## config.mk

```make
export PLATFORM = sky130hd
export DESIGN_NAME = data_memory_unit
export DESIGN_NICKNAME = d
export VERILOG_FILES = /design/src/rtl/data_memory_unit.sv
export SDC_FILE = /design/constraint.sdc
export NUM_CORES = 1
export LEC_CHECK = 0
export ABC_AREA = 1
export BUFFER_PORTS_ARGS = -buffer_cell sky130_fd_sc_hd__buf_2
export CORE_UTILIZATION = 27
export CTS_CLUSTER_SIZE = 14
export DETAILED_ROUTE_END_ITERATION = 10
export MAX_ROUTING_LAYER = met4
export SLEW_MARGIN = 40
export SYNTH_ARGS = -nofsm -noshare
export SYNTH_HDL_FRONTEND = slang
export SYNTH_SLANG_ARGS = --single-unit
```

## constraint.sdc

```tcl
create_clock -name clockIn -period 1.6 [get_ports clockIn]
set_input_delay 0.08 -clock clockIn [delete_from_list [all_inputs] [get_ports clockIn]]
set_output_delay 0.08 -clock clockIn [all_outputs]
set_load 0.02 [all_outputs]
```

## src/rtl/data_memory_unit.sv

```systemverilog
// Load/store responder: serialises byte/halfword/word requests into little-endian byte
// transactions on a byte-wide RAM port, returning zero-extended loads or store acknowledges.
module data_memory_unit #(
  parameter int ADDR_WIDTH = 32,
  parameter int IO_MASK_HI = 17
) (
  input  logic                  clockIn,
  input  logic                  resetIn,
  input  logic                  clearIn,
  input  logic [1:0]            accessType,
  input  logic                  readWriteIn,
  input  logic [ADDR_WIDTH-1:0] dataAddr,
  input  logic [31:0]           dataWrite,
  output logic                  dataValid,
  output logic [31:0]           dataOut,
  output logic                  dataWriteSuc,
  output logic                  busy,
  input  logic [7:0]            memIn,
  output logic [7:0]            memOut,
  output logic [ADDR_WIDTH-1:0] memAddr,
  output logic                  memWrite,
  input  logic                  ioBufferFull
);

  typedef enum logic [1:0] {
    S_IDLE  = 2'd0,
    S_READ  = 2'd1,
    S_WRITE = 2'd2
  } state_t;

  localparam logic [ADDR_WIDTH-1:0] ADDR_ONE = {{(ADDR_WIDTH-1){1'b0}}, 1'b1};

  state_t                r_state;
  logic [ADDR_WIDTH-1:0] r_mem_addr;
  logic [7:0]            r_mem_out;
  logic                  r_wr_en;
  logic                  r_io;
  logic [31:0]           r_wdata;
  logic [31:0]           r_ld_buf;
  logic [31:0]           r_data_out;
  logic [1:0]            r_issue;
  logic [1:0]            r_cap;
  logic [1:0]            r_last;
  logic                  r_issuing;
  logic                  r_pend;
  logic                  r_valid;
  logic                  r_wsuc;
  logic                  r_busy;

  logic                  w_stall;
  logic [31:0]           w_ld_merged;

  function automatic logic is_io(input logic [ADDR_WIDTH-1:0] a);
    return (a[IO_MASK_HI -: 2] == 2'b11);
  endfunction

  function automatic logic [1:0] size_last(input logic [1:0] at);
    case (at)
      2'b01:   return 2'd0;
      2'b10:   return 2'd1;
      2'b11:   return 2'd3;
      default: return 2'd0;
    endcase
  endfunction

  function automatic logic [7:0] byte_sel(input logic [31:0] d, input logic [1:0] idx);
    case (idx)
      2'd0:    return d[7:0];
      2'd1:    return d[15:8];
      2'd2:    return d[23:16];
      2'd3:    return d[31:24];
      default: return 8'h00;
    endcase
  endfunction

  // IO stall gates the write strobe in the same cycle the buffer reports full.
  always_comb begin
    w_stall     = r_io & ioBufferFull;
    w_ld_merged = r_ld_buf;
    case (r_cap)
      2'd0:    w_ld_merged[7:0]   = memIn;
      2'd1:    w_ld_merged[15:8]  = memIn;
      2'd2:    w_ld_merged[23:16] = memIn;
      2'd3:    w_ld_merged[31:24] = memIn;
      default: w_ld_merged        = r_ld_buf;
    endcase
  end

  assign memWrite     = r_wr_en & ~w_stall;
  assign memAddr      = r_mem_addr;
  assign memOut       = r_mem_out;
  assign dataValid    = r_valid;
  assign dataWriteSuc = r_wsuc;
  assign dataOut      = r_data_out;
  assign busy         = r_busy;

  // Request sequencing: issue/capture pipeline for loads, stall-aware byte issue for stores.
  always_ff @(posedge clockIn or negedge resetIn) begin
    if (!resetIn) begin
      r_state    <= S_IDLE;
      r_mem_addr <= '0;
      r_mem_out  <= 8'h00;
      r_wr_en    <= 1'b0;
      r_io       <= 1'b0;
      r_wdata    <= 32'h0;
      r_ld_buf   <= 32'h0;
      r_data_out <= 32'h0;
      r_issue    <= 2'd0;
      r_cap      <= 2'd0;
      r_last     <= 2'd0;
      r_issuing  <= 1'b0;
      r_pend     <= 1'b0;
      r_valid    <= 1'b0;
      r_wsuc     <= 1'b0;
      r_busy     <= 1'b0;
    end else begin
      r_valid <= 1'b0;
      r_wsuc  <= 1'b0;
      case (r_state)
        S_IDLE: begin
          if (accessType != 2'b00) begin
            if (readWriteIn) begin
              // A flush in the same cycle kills a load before it starts.
              if (!clearIn) begin
                r_state    <= S_READ;
                r_busy     <= 1'b1;
                r_mem_addr <= dataAddr;
                r_issue    <= 2'd0;
                r_cap      <= 2'd0;
                r_issuing  <= 1'b1;
                r_pend     <= 1'b0;
                r_ld_buf   <= 32'h0;
                r_last     <= size_last(accessType);
              end else begin
                r_state <= S_IDLE;
              end
            end else begin
              r_state    <= S_WRITE;
              r_busy     <= 1'b1;
              r_mem_addr <= dataAddr;
              r_mem_out  <= dataWrite[7:0];
              r_wdata    <= dataWrite;
              r_wr_en    <= 1'b1;
              r_io       <= is_io(dataAddr);
              r_issue    <= 2'd0;
              r_last     <= size_last(accessType);
            end
          end else begin
            r_state <= S_IDLE;
          end
        end
        S_READ: begin
          if (clearIn) begin
            r_state    <= S_IDLE;
            r_busy     <= 1'b0;
            r_mem_addr <= '0;
            r_issuing  <= 1'b0;
            r_pend     <= 1'b0;
          end else begin
            r_pend <= r_issuing;
            if (r_issuing) begin
              if (r_issue == r_last) begin
                r_issuing <= 1'b0;
              end else begin
                r_issue    <= r_issue + 2'd1;
                r_mem_addr <= r_mem_addr + ADDR_ONE;
              end
            end else begin
              r_issuing <= 1'b0;
            end
            if (r_pend) begin
              r_ld_buf <= w_ld_merged;
              r_cap    <= r_cap + 2'd1;
              if (r_cap == r_last) begin
                r_data_out <= w_ld_merged;
                r_valid    <= 1'b1;
                r_state    <= S_IDLE;
                r_busy     <= 1'b0;
                r_mem_addr <= '0;
              end else begin
                r_state <= S_READ;
              end
            end else begin
              r_state <= S_READ;
            end
          end
        end
        S_WRITE: begin
          // clearIn is deliberately ignored: a committed store must land.
          if (!w_stall) begin
            if (r_issue == r_last) begin
              r_state    <= S_IDLE;
              r_busy     <= 1'b0;
              r_wr_en    <= 1'b0;
              r_wsuc     <= 1'b1;
              r_mem_addr <= '0;
              r_mem_out  <= 8'h00;
              r_io       <= 1'b0;
            end else begin
              r_issue    <= r_issue + 2'd1;
              r_mem_addr <= r_mem_addr + ADDR_ONE;
              r_mem_out  <= byte_sel(r_wdata, r_issue + 2'd1);
              r_io       <= is_io(r_mem_addr + ADDR_ONE);
            end
          end else begin
            r_state <= S_WRITE;
          end
        end
        default: begin
          r_state <= S_IDLE;
          r_busy  <= 1'b0;
          r_wr_en <= 1'b0;
        end
      endcase
    end
  end

endmodule

```

==> metrics <==
Buf/Inv on CP=2; port bufs=154; synthesized flop and latch total=151; cell area after layout=14360 µm²; count of max-cap constraint violations=0; share of cells above drive strength 1=51.00%; Chip Width=177.2 µm; Die H=177.2 µm; critical path's slowest cell=dfrtp_1; # rows=63; Worst Setup End Kind=flop; IO Count=155; failing checks=setup timing; Setup Viol. Count Final=84; clk root buf=clkbuf_16; vias per inst=4.865; Syn Inst Count=1088; Rel. slew slack=69.76%; maximum root-to-sink buffer count=2; placed inst area=10720 µm²; synth top area cells=dfrtp_1, nand2_1, o21ai_0; Die ar.=31400 µm²; post-DP HPWL=19910 µm; Max Clock Freq=0.5809 GHz; CTS buffer count=17; detailed-router iteration count before antenna repair=5; drt first-iter violations=632; critical path class=reg -> reg; Synth cell types=39; routed len/inst=16.54 µm; insertion delay to the later sink of the worst-skew pair=0.44 ns; Vias=9234; first-pass GRT wire length=45650 µm; yosys warns=0; routability cong.=0.8860; max incr delay on CP=0.40 ns; Layout Utilization=47.93%; cell mode on critical path=nand2_4; Hold Vio Cnt, Final=0; Antenna Nets Post-Route=0; Synth Flop Type=dfrtp_1; largest net degree at the start of global routing=71; unrepaired setup endpoints after global routing=true; CP Cell Sequence=buf_6, ha_4, nand2_4, nand2_4, a21oi_4, nand2_4, buf_8, nor3_4, nand3_1, o21ai_0; synth cell count leaders=nand2_1, dfrtp_1, o21ai_0; WP data required=1.95 ns; Worst-path clk slew=0.07 ns; startpoint types=flop; worst hold path class=in -> reg; Post-synth EDFFs=0; period utilization=107.6%; syn_area_per_cell=7.618 µm²; Async SR Flop Fraction=100.0%; total length of routed wires=31390 µm; Worst VDD drop=952.6 µV; post-synth top area cell=dfrtp_1; CTS H-Tree Depth=4; nets@finish=1585; Final Slew Violations=0; PD cells=1911 nW/µm²; register area share after synthesis=45.59%; Final Skew=0.01058 ns; critical path peak fanout=8; Worst path top cell family by delay=simple AND/OR/NAND/NOR gates; CTS tree=yes; initial antenna violation count=4; Net Count, Synth=1181; Syn Std Cell Area=8288 µm²; final setup margin=-0.1215 ns; Core ar.=29950 µm²; residual DRC count=0; top-count cell post-synth=nand2_1; Starting Density=27.67%; Leak=6.624 nW; crit path DAT=2.07 ns; Tmin final=1.722 ns; vias in the first global route=8833; CTS sink cnt=151; outcome=finished, violations left; area growth from synthesis to layout=73.22%; Global Route Usage Sum=19.29%; worst-margin pin slew=0.4489 ns; area share of the largest cell type after synthesis=45.59%; GRT Residual Overflow=0
[repair_timing]
action / in CTS / in global routing
hold buffers: 64 / 0
setup buffers: 29 / 25
setup endpoints to repair: 109 / 139
gates cloned: 6 / 11
hold endpoints to repair: 222 / 0
pin swaps: 53 / 80
gates resized for setup: 186 / 345
[state kept, by name, indices dropped and copies added, names as in the netlist, 2 cells and up]
signal / flops
r_last: 2
r_state: 2
r_cap: 2
memOut: 8
r_issue: 2
r_wdata: 32
memAddr: 32
dataOut: 32
r_ld_buf: 32
[path summary, 6_finish.rpt]
check	startpoint	end	slack, ns	cells after the start
worst min-delay path	dataAddr[16]	memAddr[16]$_DFFE_PN0P_	0.03	5
worst min register to register	dataOut[9]$_DFFE_PN0P_	dataOut[9]$_DFFE_PN0P_	0.48	2
max in group asynchronous	resetIn	r_wdata[1]$_DFFE_PN0P_	0.83	3
min in group asynchronous	resetIn	dataOut[21]$_DFFE_PN0P_	0.09	2
worst max register to register	r_state[1]$_DFFE_PN0P_	r_issue[1]$_DFFE_PN0P_	-0.12	10
worst max-delay path	r_state[1]$_DFFE_PN0P_	r_issue[1]$_DFFE_PN0P_	-0.12	10
[final cells by class]
cell class / count / area [µm²]
diodes: 4 / 10.01
clock buffers: 19 / 442.9
clock inverters: 12 / 176.4
fillers: 2816 / 15600
inverters: 81 / 361.6
multi-input cells: 811 / 5520
flip-flops and latches: 151 / 3786
well taps: 390 / 488.0
repair buffers: 427 / 3548
repair inverters: 3 / 22.52
[power by group]
| group | internal [W] | total [W] | switching [W] |
|---|---|---|---|
| Combinational | 0.00745 | 0.0167 | 0.00921 |
| Clock | 0.00265 | 0.00441 | 0.00176 |
| Sequential | 0.00517 | 0.00636 | 0.00119 |
[cells by family (layout without fill, tap and decap cells)]
kind of cell               after synthesis  count (layout)  synth area share (%)
and+or+nand+nor                        539             540                 27.29
AOI/OAI and AO/OA                      220             220                 13.92
DFF                                    151             151                 45.59
buffers and inverters                  127             542                 6.386
muxes                                   26              26                 3.533
adders and majority gates               14              14                 2.114
xor gates and xnor gates                11              11                 1.162
other                                    0               4                     0
[routing by layer]
layer / global-route usage, % / wire length (µm) / up-vias
met5: - / 0 / -
met4: 7.292 / 830 / 0
met3: 4.124 / 1794 / 60
met2: 30.66 / 15320 / 296
met1: 23.89 / 13450 / 4487
li1: - / - / 4391
[metrics by stage]
stage | total power, W | TNS, ns | hold slack (ns) | cells | worst slack [ns]
after floorplan | 0.01306 | -0.04962 | -0.2156 | 1088 | -0.03410
after global placement | 0.01777 | -3.926 | -0.01936 | 1737 | -0.1043
after detailed placement | 0.01801 | -7.431 | -0.01751 | 1737 | -0.1873
after CTS | 0.02451 | -2.871 | 0.0004209 | 1864 | -0.1114
after global routing | 0.02917 | -10.81 | 0.05568 | 1898 | -0.1947
final | 0.02743 | -2.789 | 0.03028 | 1898 | -0.1215
[placed cells by master, fill, tap and decap left out, types with 4 or more instances in the layout]
master,Yosys,routed
nand2_1,318,224
buf_2,12,153
dfrtp_1,151,145
buf_4,4,139
dlygate4sd3_1,0,64
inv_1,71,60
nor2_1,93,60
o21ai_2,0,59
nand2_2,9,56
nand3_1,80,44
o21ai_0,127,44
nand2_4,0,42
buf_6,3,40
o21ai_1,17,39
nand3_2,1,36
a21oi_2,1,29
mux2_2,26,26
clkbuf_16,0,23
nor2_4,0,22
nor2_2,10,21
a21oi_1,54,17
buf_12,0,17
or2_2,11,10
inv_2,9,9
a21oi_4,0,9
o211ai_1,8,8
inv_4,0,6
nand2_8,0,6
nand4_1,6,6
ha_1,14,6
dfrtp_2,0,6
inv_8,0,5
clkinvlp_4,0,5
ha_4,0,5
buf_8,0,5
diode_2,0,4
nor3_4,1,4
o22ai_1,6,4
bufinv_16,0,4
[worst register-to-register path, delay by kind of cell (launching register included)]
family                   cells  cell delay [ns]
buffers and inverters        2             0.30
AND/OR/NAND/NOR              5             0.53
flip-flops                   1             0.40
adder cells (fa/ha/maj)      1             0.18
AO/OA/AOI/OAI                2             0.23
(Power assumes the default switching activity.)
